==> config.mk <==
export PLATFORM = sky130hd
export DESIGN_NAME = i2c_target
export DESIGN_NICKNAME = d
export VERILOG_FILES = /design/src/rtl/i2c_pkg.sv /design/src/rtl/i2c_sync_filter.sv /design/src/rtl/i2c_target.sv
export SDC_FILE = /design/constraint.sdc
export NUM_CORES = 1
export LEC_CHECK = 0
export ABC_AREA = 1
export BUFFER_PORTS_ARGS = -buffer_cell sky130_fd_sc_hd__buf_2
export CAP_MARGIN = 15
export CORE_MARGIN = 2
export CORE_UTILIZATION = 55
export DETAILED_ROUTE_END_ITERATION = 10
export PLACE_DENSITY = 0.77
export SLEW_MARGIN = 20
export SYNTH_ARGS = -nofsm -noshare
export SYNTH_HDL_FRONTEND = slang
export SYNTH_HIERARCHICAL = 1
export SYNTH_SLANG_ARGS = --single-unit
export TNS_END_PERCENT = 100
==> constraint.sdc <==
create_clock -name CLK -period 1.4 [get_ports CLK]
set_input_delay 0.14 -clock CLK [delete_from_list [all_inputs] [get_ports CLK]]
set_output_delay 0.14 -clock CLK [all_outputs]
set_load 0.005 [all_outputs]
==> src/rtl/i2c_pkg.sv <==
`timescale 1ns/1ps
`default_nettype none
// ============================================================================
//  Module      : i2c_pkg
//  Description : Shared types and constants for the I2C target block:
//                FSM state encoding, R/W bit values and ACK/NACK levels.
//  Revision    : 1.0 - initial release
// ============================================================================
package i2c_pkg;

    // Protocol FSM states (explicit 3-bit encoding)
    typedef enum logic [2:0] {
        ST_IDLE      = 3'd0,
        ST_ADDR      = 3'd1,
        ST_ADDR_ACK  = 3'd2,
        ST_WRITE     = 3'd3,
        ST_WRITE_ACK = 3'd4,
        ST_READ      = 3'd5,
        ST_READ_ACK  = 3'd6,
        ST_IGNORE    = 3'd7
    } i2c_state_t;

    // R/W bit (LSB of the address byte)
    localparam logic I2C_WRITE = 1'b0;
    localparam logic I2C_READ  = 1'b1;

    // Acknowledge bit level on SDA during the 9th SCL period
    localparam logic ACK  = 1'b0;
    localparam logic NACK = 1'b1;

endpackage : i2c_pkg
`default_nettype wire

==> src/rtl/i2c_sync_filter.sv <==
`timescale 1ns/1ps
`default_nettype none
// ============================================================================
//  Module      : i2c_sync_filter
//  Description : Two-flop synchroniser followed by a stability filter. A new
//                level is accepted only after it has been seen for
//                FILTER_LEN consecutive CLK cycles. Resets to 1 (idle bus).
//  Revision    : 1.0 - initial release
// ============================================================================
module i2c_sync_filter #(
    parameter int FILTER_LEN = 4
) (
    input  logic CLK,
    input  logic rst,
    input  logic i_raw,
    output logic o_level
);

    localparam int C_CNT_W = (FILTER_LEN < 2) ? 1 : $clog2(FILTER_LEN + 1);

    logic [1:0]         r_sync;
    logic [C_CNT_W-1:0] r_cnt;
    logic               r_level;

    // Synchronise the pad, then count how long it has disagreed with the accepted level
    always_ff @(posedge CLK) begin
        if (rst) begin
            r_sync  <= 2'b11;
            r_cnt   <= '0;
            r_level <= 1'b1;
        end else begin
            r_sync <= {r_sync[0], i_raw};
            if (r_sync[1] == r_level) begin
                r_cnt <= '0;
            end else if (r_cnt == C_CNT_W'(FILTER_LEN - 1)) begin
                r_level <= r_sync[1];
                r_cnt   <= '0;
            end else begin
                r_cnt <= r_cnt + 1'b1;
            end
        end
    end

    assign o_level = r_level;

endmodule : i2c_sync_filter
`default_nettype wire

==> src/rtl/i2c_target.sv <==
`timescale 1ns/1ps
`default_nettype none
// ============================================================================
//  Module      : i2c_target
//  Description : I2C target (slave) with a fixed 7-bit address. Received
//                bytes appear on wr_data/wr_valid; transmit bytes are
//                requested with rd_req and taken from rd_data one CLK later.
//                No clock stretching; SDA is open-drain via sda_oe.
//  Options     : define I2C_TARGET_READ_EN to enable controller reads;
//                otherwise a read address is NACKed and ignored.
//  Revision    : 1.0 - initial release
// ============================================================================
module i2c_target
    import i2c_pkg::*;
#(
    parameter logic [6:0] ADDR       = 7'h2F,
    parameter int         FILTER_LEN = 4
) (
    input  logic       CLK,
    input  logic       rst,
    input  logic       scl_in,
    input  logic       sda_in,
    output logic       sda_oe,
    output logic [7:0] wr_data,
    output logic       wr_valid,
    output logic       rd_req,
    input  logic [7:0] rd_data,
    output logic       busy
);

    logic w_scl_f;
    logic w_sda_f;

    i2c_sync_filter #(.FILTER_LEN(FILTER_LEN)) u_scl_filter (
        .CLK     (CLK),
        .rst     (rst),
        .i_raw   (scl_in),
        .o_level (w_scl_f)
    );

    i2c_sync_filter #(.FILTER_LEN(FILTER_LEN)) u_sda_filter (
        .CLK     (CLK),
        .rst     (rst),
        .i_raw   (sda_in),
        .o_level (w_sda_f)
    );

    logic r_scl_d;
    logic r_sda_d;

    // Previous filtered levels for edge and START/STOP detection
    always_ff @(posedge CLK) begin
        if (rst) begin
            r_scl_d <= 1'b1;
            r_sda_d <= 1'b1;
        end else begin
            r_scl_d <= w_scl_f;
            r_sda_d <= w_sda_f;
        end
    end

    logic w_scl_rise;
    logic w_scl_fall;
    logic w_start;
    logic w_stop;

    assign w_scl_rise = w_scl_f & ~r_scl_d;
    assign w_scl_fall = ~w_scl_f & r_scl_d;
    assign w_start    = w_scl_f & r_scl_d & r_sda_d & ~w_sda_f;
    assign w_stop     = w_scl_f & r_scl_d & ~r_sda_d & w_sda_f;

    i2c_state_t r_state;
    logic [2:0] r_bit_cnt;
    logic [7:0] r_shift;
    logic       r_byte_full;   // 8 bits have been clocked; act on the next SCL fall
    logic       r_rw;
    logic       r_sda_oe;
    logic [7:0] r_wr_data;
    logic       r_wr_valid;
    logic       r_busy;

    logic w_addr_match;
    assign w_addr_match = (r_shift[7:1] == ADDR);

`ifdef I2C_TARGET_READ_EN
    logic [7:0] r_tx;
    logic       r_rd_req;
    logic       r_ack_ok;

    // Capture the transmit byte one CLK after the request pulse
    always_ff @(posedge CLK) begin
        if (rst) begin
            r_tx <= 8'h00;
        end else if (r_rd_req) begin
            r_tx <= rd_data;
        end
    end
`else
    logic w_unused_rd_data;
    assign w_unused_rd_data = ^rd_data;
`endif

    // Protocol FSM: START/STOP override everything, bits move on filtered SCL edges
    always_ff @(posedge CLK) begin
        if (rst) begin
            r_state     <= ST_IDLE;
            r_bit_cnt   <= 3'd0;
            r_shift     <= 8'h00;
            r_byte_full <= 1'b0;
            r_rw        <= I2C_WRITE;
            r_sda_oe    <= 1'b0;
            r_wr_data   <= 8'h00;
            r_wr_valid  <= 1'b0;
            r_busy      <= 1'b0;
`ifdef I2C_TARGET_READ_EN
            r_rd_req    <= 1'b0;
            r_ack_ok    <= 1'b0;
`endif
        end else begin
            r_wr_valid <= 1'b0;
`ifdef I2C_TARGET_READ_EN
            r_rd_req   <= 1'b0;
`endif
            if (w_start || w_stop) begin
                // A repeated START drops any partial byte; STOP ends the transfer
                r_state     <= w_start ? ST_ADDR : ST_IDLE;
                r_bit_cnt   <= 3'd0;
                r_byte_full <= 1'b0;
                r_sda_oe    <= 1'b0;
                r_busy      <= 1'b0;
            end else begin
                case (r_state)
                    ST_IDLE: begin
                        r_sda_oe <= 1'b0;
                    end

                    ST_ADDR, ST_WRITE: begin
                        if (w_scl_rise) begin
                            r_shift   <= {r_shift[6:0], w_sda_f};
                            r_bit_cnt <= r_bit_cnt + 3'd1;
                            if (r_bit_cnt == 3'd7) begin
                                r_byte_full <= 1'b1;
                            end
                        end else if (w_scl_fall && r_byte_full) begin
                            r_byte_full <= 1'b0;
                            if (r_state == ST_ADDR) begin
                                r_rw <= r_shift[0];
                                if (!w_addr_match) begin
                                    r_state <= ST_IGNORE;
                                end else if (r_shift[0] == I2C_WRITE) begin
                                    r_busy   <= 1'b1;
                                    r_state  <= ST_ADDR_ACK;
                                    r_sda_oe <= 1'b1;
                                end else begin
                                    r_busy <= 1'b1;
`ifdef I2C_TARGET_READ_EN
                                    r_state  <= ST_ADDR_ACK;
                                    r_sda_oe <= 1'b1;
                                    r_rd_req <= 1'b1;
`else
                                    r_state  <= ST_IGNORE;
`endif
                                end
                            end else begin
                                r_wr_data  <= r_shift;
                                r_wr_valid <= 1'b1;
                                r_sda_oe   <= 1'b1;
                                r_state    <= ST_WRITE_ACK;
                            end
                        end
                    end

                    ST_ADDR_ACK: begin
                        if (w_scl_fall) begin
                            r_bit_cnt <= 3'd0;
                            if (r_rw == I2C_WRITE) begin
                                r_state  <= ST_WRITE;
                                r_sda_oe <= 1'b0;
                            end else begin
`ifdef I2C_TARGET_READ_EN
                                r_state  <= ST_READ;
                                r_sda_oe <= ~r_tx[7];
`else
                                r_state  <= ST_IGNORE;
                                r_sda_oe <= 1'b0;
`endif
                            end
                        end
                    end

                    ST_WRITE_ACK: begin
                        if (w_scl_fall) begin
                            r_state  <= ST_WRITE;
                            r_sda_oe <= 1'b0;
                        end
                    end

`ifdef I2C_TARGET_READ_EN
                    ST_READ: begin
                        if (w_scl_rise) begin
                            r_bit_cnt <= r_bit_cnt + 3'd1;
                            if (r_bit_cnt == 3'd7) begin
                                r_byte_full <= 1'b1;
                            end
                        end else if (w_scl_fall) begin
                            if (r_byte_full) begin
                                // Release SDA so the controller can ACK/NACK
                                r_byte_full <= 1'b0;
                                r_sda_oe    <= 1'b0;
                                r_ack_ok    <= 1'b0;
                                r_state     <= ST_READ_ACK;
                            end else begin
                                r_sda_oe <= ~r_tx[3'd7 - r_bit_cnt];
                            end
                        end
                    end

                    ST_READ_ACK: begin
                        if (w_scl_rise) begin
                            // Request early so the next byte is ready by the SCL fall
                            if (w_sda_f == ACK) begin
                                r_ack_ok <= 1'b1;
                                r_rd_req <= 1'b1;
                            end else begin
                                r_ack_ok <= 1'b0;
                            end
                        end else if (w_scl_fall) begin
                            r_bit_cnt <= 3'd0;
                            if (r_ack_ok) begin
                                r_state  <= ST_READ;
                                r_sda_oe <= ~r_tx[7];
                            end else begin
                                r_state  <= ST_IGNORE;
                                r_sda_oe <= 1'b0;
                            end
                        end
                    end
`else
                    ST_READ, ST_READ_ACK: begin
                        r_state  <= ST_IGNORE;
                        r_sda_oe <= 1'b0;
                    end
`endif

                    ST_IGNORE: begin
                        r_sda_oe <= 1'b0;
                    end

                    default: begin
                        r_state  <= ST_IDLE;
                        r_sda_oe <= 1'b0;
                    end
                endcase
            end
        end
    end

    assign sda_oe   = r_sda_oe;
    assign wr_data  = r_wr_data;
    assign wr_valid = r_wr_valid;
    assign busy     = r_busy;
`ifdef I2C_TARGET_READ_EN
    assign rd_req   = r_rd_req;
`else
    assign rd_req   = 1'b0;
`endif

endmodule : i2c_target
`default_nettype wire

==> results of run 1 <==
==> placed cells by master, fill, tap and decap left out, drive strengths merged, types with 4 or more instances in the layout <==
master   n
nor2    43
dfxtp   41
clkbuf   7
o21ai   22
ha       6
nand2   35
inv     31
a21oi   15
or2      4
nand3   12
buf     20
==> state kept, by name, summed over array words and instances (netlist names) <==
signal / flops
u_sda_filter/o_level: 1
r_sda_d: 1
r_rw: 1
u_sda_filter/r_cnt: 3
r_bit_cnt: 3
r_shift: 8
wr_data: 8
u_scl_filter/o_level: 1
sda_oe: 1
busy: 1
u_scl_filter/r_cnt: 3
u_scl_filter/r_sync: 2
r_byte_full: 1
wr_valid: 1
u_sda_filter/r_sync: 2
r_scl_d: 1
r_state: 3
==> stage by stage <==
step / instance area [µm²] / setup WS [ps] / util, % / total power [µW]
finish: 1990 / 75.9 / 65.6 / 2510
global route: 1990 / -26.4 / 65.6 / 2650
CTS: 1940 / 44.5 / 64.0 / 2520
detailed placement: 1830 / 81.3 / 60.6 / 1720
global placement: 1830 / 99.9 / 60.6 / 1720
floorplan: 1730 / 278 / - / 1640
==> final cells by class <==
type                            instances  area [µm²]  share of cell area, %
Clock buffer                            7        55.1                   2.77
Sequential cell                        41         827                   41.6
Tap cell                               44        55.1                   2.77
Timing Repair Buffer                   22         139                   6.99
Clock inverter                          1        30.0                   1.51
Inverter                               31         121                   6.11
Multi-Input combinational cell        143         759                   38.2
==> power groups by stage <==
stage | Clock [µW] | Combinational, µW | Sequential (µW)
floorplan | 0 | 377 | 1260
global placement | 0 | 451 | 1270
detailed placement | 0 | 456 | 1270
CTS | 814 | 462 | 1240
global route | 857 | 548 | 1250
finish | 800 | 465 | 1240
==> kinds of logic after synthesis <==
| logic type | after synthesis |
|---|---|
| adders and majority gates | 6 |
| and+or+nand+nor | 95 |
| other | 1 |
| DFF | 41 |
| xor gates and xnor gates | 1 |
| buffers and inverters | 37 |
| AOI/OAI and AO/OA | 40 |
==> per-layer routing <==
| metal | vias up | routed length [µm] | global-route usage, % |
|---|---|---|---|
| met3 | 8 | 110 | 6.93 |
| met2 | 18 | 1310 | 27.6 |
| li1 | 738 | - | - |
| met5 | - | 0 | 0 |
| met1 | 579 | 1440 | 21.9 |
| met4 | 0 | 68 | 8.25 |
==> timing repair <==
action | CTS | global route
hold buffers | 2 | 0
endpoints found under the setup margin | 0 | 15
buffers inserted | 0 | 2
endpoints found under the hold margin | 2 | 0
gates resized for setup | 0 | 12
==> worst max-delay path: stages (launching register included) <==
cell and delay (ps):
sky130_fd_sc_hd__dfxtp_4 380, sky130_fd_sc_hd__inv_4 70, sky130_fd_sc_hd__nand2_4 60, sky130_fd_sc_hd__inv_4 70, sky130_fd_sc_hd__nand2_4 50, sky130_fd_sc_hd__nor2_4 100
sky130_fd_sc_hd__inv_2 50, sky130_fd_sc_hd__nor2_4 170, sky130_fd_sc_hd__buf_6 170, sky130_fd_sc_hd__o21ai_1 60, sky130_fd_sc_hd__nor2_1 90
==> how the worst max path moves through the flow <==
| stage | cells past startpoint | slack [ps] | end | startpoint |
|---|---|---|---|---|
| after global routing | 10 | -30 | wr_data[2] | u_scl_filter/o_level |
| after CTS | 10 | 40 | wr_data[2] | u_scl_filter/o_level |
| final | 10 | 80 | wr_data[2] | u_scl_filter/o_level |
| after detailed placement | 10 | 80 | wr_data[6] | u_scl_filter/o_level |
| after global placement | 10 | 100 | wr_data[3] | u_scl_filter/o_level |
| after floorplan | 10 | 280 | wr_data[0] | u_scl_filter/o_level |
==> metrics.txt, run 1 <==
fraction of power consumed by the clock network=31.9%; number of flops mapped to enable cells by yosys=0; required time worst endpoint=1690 ps; # port buffers=14; final wirelength=2.93 mm; drt initial violations=58; FILL cells=246; share of the clock period used by the worst path=94.6%; Inserted Diodes=0; worst hold margin=61.2 ps; dominant cell type by area after synthesis=sky130_fd_sc_hd__dfxtp_1; area share of the largest cell type after synthesis=47.6%; Ys Warns=6; cell depth of the worst flop-to-flop path=10; global-route congestion overflow total=0; flip-flop and latch count after synthesis=41; last weighted congestion value of the routability-driven placer=0.859; # IOs=24; Worst-Skew Late Latency=350 ps; pwr dens=1260 nW/µm²; crit path kind=flip-flop to flip-flop; post-synth net total=239; clock transition at the registers of the reported paths=120 ps; total number of vias=1343; sequential fraction of design power=49.5%; arrival time at the worst endpoint=1610 ps; sw power=698 µW; mean instance size in the synthesized netlist=7.81 µm²; biggest area contributors in the synthesized netlist=sky130_fd_sc_hd__dfxtp_1, sky130_fd_sc_hd__nor2_1, sky130_fd_sc_hd__nand2_1; part of the total power dissipated in combinational logic=18.5%; Critical Path Sink Type=flip-flop; first-pass GRT wire length=4.77 mm; initial cell density of the core=57.0%; fraction of final layout cells with drive strength greater than 1=24.1%; Synth Area in Compound Gates=13.2%; worst-case hold path end point=wr_valid; most instantiated library cell after synthesis=sky130_fd_sc_hd__dfxtp_1; portion of netlist area occupied by mux cells=0%; clock root buffer master=sky130_fd_sc_hd__clkbuf_4; chip width=60.0 µm; total number of H-tree levels=2; remaining number of nets flagged by the antenna check after routing=0; Final #Nets=262; per-cell routed wire length=10.1 µm; worst setup slack for register-to-register paths=80 ps; internal power=1810 µW; result of the run=complete, no violations; most frequent cells after synthesis=sky130_fd_sc_hd__dfxtp_1, sky130_fd_sc_hd__nor2_1, sky130_fd_sc_hd__nand2_1, sky130_fd_sc_hd__inv_1, sky130_fd_sc_hd__o21ai_0; class of the tightest hold or removal check=input pin to flip-flop; antenna violations before repair=0; main combinational cell family by area after synthesis=simple AND/OR/NAND/NOR gates; number of rows in the core area=20; CTS Buf Count=5; pins over their slew limit=0; count of maximum capacitance violations=0; flip-flop cell with the highest count after synthesis=sky130_fd_sc_hd__dfxtp_1; Pre-Repair DR Iteration Count=4; leakage power=0.000973 µW; capture instance of the worst register-to-register path=wr_data[2]; maximum number of pins on one net before global-route repair=22; Hold Path Origin=rst; fmax=0.755 GHz; die span in y=60.0 µm; Remaining DRCs=0; number of standard cells in the final layout excluding fillers=289; placed instance count=277; final hold violation count=0; vias in the first global route=1162; Sum Neg Setup Slack=0 ps; launch instance of the worst register-to-register path=u_scl_filter/o_level; area enclosed by the die boundary=3600 µm²; post-synthesis share of cell area spent on xor and xnor gates=0.508%; number of distinct library cells after synthesis=26; post-DP HPWL=2.01 mm; Max IR drop VDD=990 µV; number of clock sinks=41; Switching Share=27.8%; Post-synth ARST share=0%; simple-gate share of the synthesized area=24.7%; gr usage total=17.9%; Hold Path Stages=2; area of the core region=3030 µm²; worst-path maximum fanout=8; CTS tree=yes; share of the yosys chip area belonging to registers=47.6%; final count of negative-setup-slack endpoints=0; Syn Inst Count=221; crit start category=flip-flop; CTS Buffer Depth=2; Area growth, synth to finish=15.2%; Cell Area, Synth=1730 µm²; share of synthesized cell area in full adder, half adder and majority cells=4.35%; vias per cell=4.65; final critical delay including setup and external delays=1320 ps; clock tree skew after final layout=9.25 ps
(Power assumes the default switching activity.)
==> run 2: changes to the inputs <==
--- a/config.mk
+++ b/config.mk
@@ -11,6 +11,7 @@
 export CORE_MARGIN = 2
 export CORE_UTILIZATION = 55
 export DETAILED_ROUTE_END_ITERATION = 10
+export MAX_ROUTING_LAYER = met4
 export PLACE_DENSITY = 0.77
 export SLEW_MARGIN = 20
 export SYNTH_ARGS = -nofsm -noshare
==> run 2 against run 1 <==
Net effect:
- worst setup slack improved by 2.4 ps
- die area unchanged
- worst hold slack got worse by 2.6 ps
- fmax increased by 0.18%
- clock-buffer cell count unchanged
- clock power about the same
==> metrics.txt, run 2 (same netlist as run 1, synthesis figures left out) <==
# port buffers=14 (unchanged); leakage power=0.000973 µW (unchanged); remaining number of nets flagged by the antenna check after routing=0 (unchanged); global-route congestion overflow total=0 (unchanged); per-cell routed wire length=10.1 µm (-0.17%); final critical delay including setup and external delays=1320 ps (-2.38 ps); CTS tree=yes; class of the tightest hold or removal check=input pin to flip-flop; area of the core region=3030 µm² (unchanged); total number of vias=1347 (+0.30%); share of the clock period used by the worst path=94.4% (-0.17 points); Util after Layout=65.6% (unchanged); Final #Nets=262 (unchanged); final hold violation count=0 (unchanged); placed instance count=277 (unchanged); pins over their slew limit=0 (unchanged); clock root buffer master=sky130_fd_sc_hd__clkbuf_4; area enclosed by the die boundary=3600 µm² (unchanged); Area growth, synth to finish=15.2% (unchanged); Remaining DRCs=0 (unchanged); worst-path maximum fanout=8 (unchanged); crit path kind=flip-flop to flip-flop; Inserted Diodes=0 (unchanged); # IOs=24 (unchanged); fmax=0.757 GHz (+0.18%); commonest non-fill, non-tap cells in the layout=sky130_fd_sc_hd__nor2_1, sky130_fd_sc_hd__dfxtp_1, sky130_fd_sc_hd__nand2_1; total number of H-tree levels=2 (unchanged); CTS Buf Count=5 (unchanged); count of maximum capacitance violations=0 (unchanged); crit start category=flip-flop; clock transition at the registers of the reported paths=110 ps (about the same); CTS Buffer Depth=2 (unchanged); Worst-Skew Late Latency=350 ps (about the same); post-DP HPWL=2.01 mm (unchanged); fraction of final layout cells with drive strength greater than 1=24.1% (unchanged); first-pass GRT wire length=4.75 mm (-0.27%); final count of negative-setup-slack endpoints=0 (unchanged); clock tree skew after final layout=9.22 ps (-0.0269 ps); last weighted congestion value of the routability-driven placer=0.873 (+1.6%); initial cell density of the core=57.0% (unchanged); FILL cells=246 (unchanged); Pre-Repair DR Iteration Count=4 (unchanged); gr usage total=18.4% (+0.48 points); maximum number of pins on one net before global-route repair=22 (unchanged); final wirelength=2.93 mm (-0.17%); worst setup slack for register-to-register paths=80 ps (about the same); instance area at placement=1830 µm² (unchanged); number of rows in the core area=20 (unchanged); Final Instance Area=1990 µm² (unchanged); arrival time at the worst endpoint=1610 ps (about the same); overall power after layout=2510 µW (about the same); antenna violations before repair=0 (unchanged); number of standard cells in the final layout excluding fillers=289 (unchanged); vias per cell=4.66 (+0.30%); commonest non-fill, non-tap cell in the layout=sky130_fd_sc_hd__nor2_1; chip width=60.0 µm (unchanged); Sum Neg Setup Slack=0 ps (unchanged); pwr dens=1260 nW/µm² (about the same); die span in y=60.0 µm (unchanged); Critical Path Sink Type=flip-flop; result of the run=complete, no violations; drt initial violations=48 (-17%); Max IR drop VDD=989 µV (about the same); vias in the first global route=1165 (+0.26%); number of clock sinks=41 (unchanged); required time worst endpoint=1690 ps (about the same)
[run 2: worst max-delay path, stage by stage, from the launching register on]
cell and delay [ps]:
sky130_fd_sc_hd__dfxtp_4 380, sky130_fd_sc_hd__inv_4 70, sky130_fd_sc_hd__nand2_4 60, sky130_fd_sc_hd__inv_4 70
sky130_fd_sc_hd__nand2_4 50, sky130_fd_sc_hd__nor2_4 100, sky130_fd_sc_hd__inv_2 50, sky130_fd_sc_hd__nor2_4 170
sky130_fd_sc_hd__buf_6 170, sky130_fd_sc_hd__o21ai_1 60, sky130_fd_sc_hd__nor2_1 90
[run 2: layout make-up]
class | count | area (µm²) | share of cell area [%]
Clock buffer | 7 | 55.1 | 2.77
Clock inverter | 1 | 30.0 | 1.51
Inverter | 31 | 121 | 6.11
Multi-Input combinational cell | 143 | 759 | 38.2
Sequential cell | 41 | 827 | 41.6
Tap cell | 44 | 55.1 | 2.77
Timing Repair Buffer | 22 | 139 | 6.99
[run 2: repair_timing]
item	in CTS	in global routing
hold endpoints to repair	2	0
hold buffers	2	0
resized for setup	0	12
endpoints found under the setup margin	0	15
buffers inserted	0	2
[run 2: per-layer routing]
metal	GRT usage, %	vias to the layer above	wire length, µm
li1	-	738	-
met5	-	-	0
met4	8.25	0	70
met2	27.6	22	1310
met3	6.93	8	123
met1	21.8	579	1430
[run 2: path summary, 6_finish.rpt]
path	from	end	cells past startpoint
max	u_scl_filter/o_level	wr_data[2]	10
min reg2reg	u_sda_filter/r_sync[0]	u_sda_filter/r_sync[1]	1
min	rst	wr_valid	2
max reg2reg	u_scl_filter/o_level	wr_data[2]	10
[run 2: where the power goes]
group	switching [µW]	total [µW]	internal, µW
sequential	33.3	1240	1210
clock	372	799	427
combinational	291	465	174
total	697	2510	1810
[run 2: stage by stage]
step	setup WS [ps]	hold slack [ps]
after floorplan	278	202
after global placement	99.9	322
after detailed placement	81.3	332
after CTS	44.5	64.2
after global routing	-23.5	60.1
final	78.3	58.6
==> run 3: changes to the inputs <==
--- a/config.mk
+++ b/config.mk
@@ -6,13 +6,13 @@
 export NUM_CORES = 1
 export LEC_CHECK = 0
 export ABC_AREA = 1
-export BUFFER_PORTS_ARGS = -buffer_cell sky130_fd_sc_hd__buf_2
 export CAP_MARGIN = 15
 export CORE_MARGIN = 2
-export CORE_UTILIZATION = 55
+export CORE_UTILIZATION = 51
 export DETAILED_ROUTE_END_ITERATION = 10
+export DONT_BUFFER_PORTS = 1
 export MAX_ROUTING_LAYER = met4
-export PLACE_DENSITY = 0.77
+export PLACE_DENSITY = 0.66
 export SLEW_MARGIN = 20
 export SYNTH_ARGS = -nofsm -noshare
 export SYNTH_HDL_FRONTEND = slang
==> run 3 against run 2 <==
Net effect:
- worst hold slack better by 50 ps
- worst setup slack better by 25 ps
- sequential cell count stayed put
- critical path depth is the same
- design area down 4.7%
- largest power group unchanged
==> metrics.txt, run 3 (same netlist as run 1, synthesis figures left out) <==
result of the run=complete, no violations; Hold Path Origin=rst; fraction of final layout cells with drive strength greater than 1=20.0% (-4.1 points); Critical Path Sink Type=flip-flop; crit start category=flip-flop; crit path kind=flip-flop to flip-flop; Area growth, synth to finish=9.79%; # port buffers=0 (-14); worst-path maximum fanout=5 (-3); worst setup slack after layout=103 ps (+24.7 ps); Remaining DRCs=0 (unchanged); vias per cell=4.91 (+5.4%); number of buffers added for setup after CTS=0 (unchanged); count of maximum capacitance violations=0 (unchanged); antenna violations before repair=0 (unchanged); total number of H-tree levels=2 (unchanged); Util after Layout=57.7% (-7.9 points); arrival time at the worst endpoint=1580 ps (-30 ps); capture instance of the worst register-to-register path=wr_data[4]; overall power after layout=2510 µW (about the same); first-pass GRT wire length=5.51 mm (+16%); # IOs=24 (unchanged); share of the clock period used by the worst path=92.6% (-1.8 points); pins over their slew limit=0 (unchanged); Inserted Diodes=0 (unchanged); area of all sequential standard cells=831 µm² (+0.45%); commonest non-fill, non-tap cell in the layout=sky130_fd_sc_hd__nor2_1; multi-input combinational cell area=744 µm² (-2.0%); area of the core region=3280 µm² (+8.5%); Hold Path Stages=3 (+1); last weighted congestion value of the routability-driven placer=0.847 (-2.9%); final count of negative-setup-slack endpoints=0 (unchanged); gr usage total=18.4% (about the same); final critical delay including setup and external delays=1300 ps (-24.7 ps); clock root buffer master=sky130_fd_sc_hd__clkbuf_4; vias in the first global route=1372 (+18%); final hold violation count=0 (unchanged); CTS Buf Count=5 (unchanged); clock tree skew after final layout=7.51 ps (-1.71 ps); number of clock sinks=41 (unchanged); Max IR drop VDD=759 µV (-23%); RSZ-0062 raised after global routing=no; post-DP HPWL=2.29 mm (+14%); Final #Nets=247 (-5.7%); pwr dens=1320 nW/µm² (+4.9%); clock transition at the registers of the reported paths=110 ps (about the same); initial cell density of the core=52.5% (-4.5 points); cell depth of the worst flop-to-flop path=10 (unchanged); fmax=0.771 GHz (+1.9%); chip width=62.2 µm (+3.6%); CTS tree=yes; Worst-Skew Late Latency=340 ps (about the same); total number of vias=1356 (+0.67%); final wirelength=3.12 mm (+6.7%); worst-case hold path end point=r_sda_d; maximum number of pins on one net before global-route repair=22 (unchanged); Pre-Repair DR Iteration Count=7 (+3); Sum Neg Setup Slack=0 ps (unchanged); remaining number of nets flagged by the antenna check after routing=0 (unchanged); class of the tightest hold or removal check=input pin to flip-flop; commonest non-fill, non-tap cells in the layout=sky130_fd_sc_hd__nor2_1, sky130_fd_sc_hd__dfxtp_1, sky130_fd_sc_hd__nand2_1; setup slack after placement=86.2 ps (+4.83 ps); start point of the critical path=u_scl_filter/o_level; per-cell routed wire length=11.3 µm (+12%); leakage power=0.000881 µW (-9.4%); global-route congestion overflow total=0 (unchanged); launch instance of the worst register-to-register path=u_scl_filter/o_level; number of rows in the core area=21 (+5.0%); drt initial violations=106 (+120%); CTS Buffer Depth=2 (unchanged); die span in y=62.2 µm (+3.6%); worst setup slack for register-to-register paths=100 ps (+20 ps); FILL cells=312 (+27%); area enclosed by the die boundary=3860 µm² (+7.3%); required time worst endpoint=1680 ps (about the same)
## run 3: changes by cell type in the layout (fill, tap and decap cells not counted), sizes merged
cell | previous run | this run
dlygate4sd3 | 2 | 3
buf | 20 | 4
## run 3: area by class of cell
type | count | area share (%)
Timing Repair Buffer | 7 | 3.17
Clock inverter | 1 | 1.59
Inverter | 31 | 6.14
Clock buffer | 7 | 2.91
Sequential cell | 41 | 43.9
Multi-Input combinational cell | 143 | 39.3
Tap cell | 46 | 3.04
## run 3: worst max path at each step
| stage | to | slack [ps] |
|---|---|---|
| global route | r_state[0] | 0.2 |
| floorplan | wr_data[0] | 280 |
| detailed placement | wr_data[4] | 90 |
| global placement | r_bit_cnt[1] | 130 |
| CTS | wr_data[4] | 70 |
| finish | wr_data[4] | 100 |
## run 3: through the flow
stage,instance area [µm²],cells,hold WS (ps)
final,1890,276,108
after CTS,1880,276,88.6
after detailed placement,1770,265,206
after floorplan,1730,221,202
after global placement,1770,265,206
after global routing,1890,276,94.4
## run 3: critical path, cell delays in order, from the launching register on
cell and delay (ps):
sky130_fd_sc_hd__dfxtp_2 350, sky130_fd_sc_hd__inv_2 70, sky130_fd_sc_hd__nand2_2 60, sky130_fd_sc_hd__inv_2 70
sky130_fd_sc_hd__nand2_2 70, sky130_fd_sc_hd__nor2_2 90, sky130_fd_sc_hd__inv_2 50, sky130_fd_sc_hd__nor2_4 140
sky130_fd_sc_hd__buf_4 160, sky130_fd_sc_hd__o21ai_1 60, sky130_fd_sc_hd__nor2_1 110
## run 3: per-layer routing
layer,part of all wire (%),wire [µm],track usage (%)
met1,45,1410,19.0
met4,1.8,57,8.33
met3,3.6,113,5.98
met5,0,0,-
met2,49,1540,31.9
## run 3: power by group
group | switching [µW] | internal (µW) | leakage [µW]
clock network | 360 | 427 | 0.0000455
registers | 36.6 | 1220 | 0.000334
logic | 300 | 167 | 0.000502
total | 696 | 1810 | 0.000881
## run 3: timing repair
action	in CTS	in global routing
resized for setup	0	9
hold buffers	3	0
hold endpoints to repair	16	0
endpoints found under the setup margin	0	10
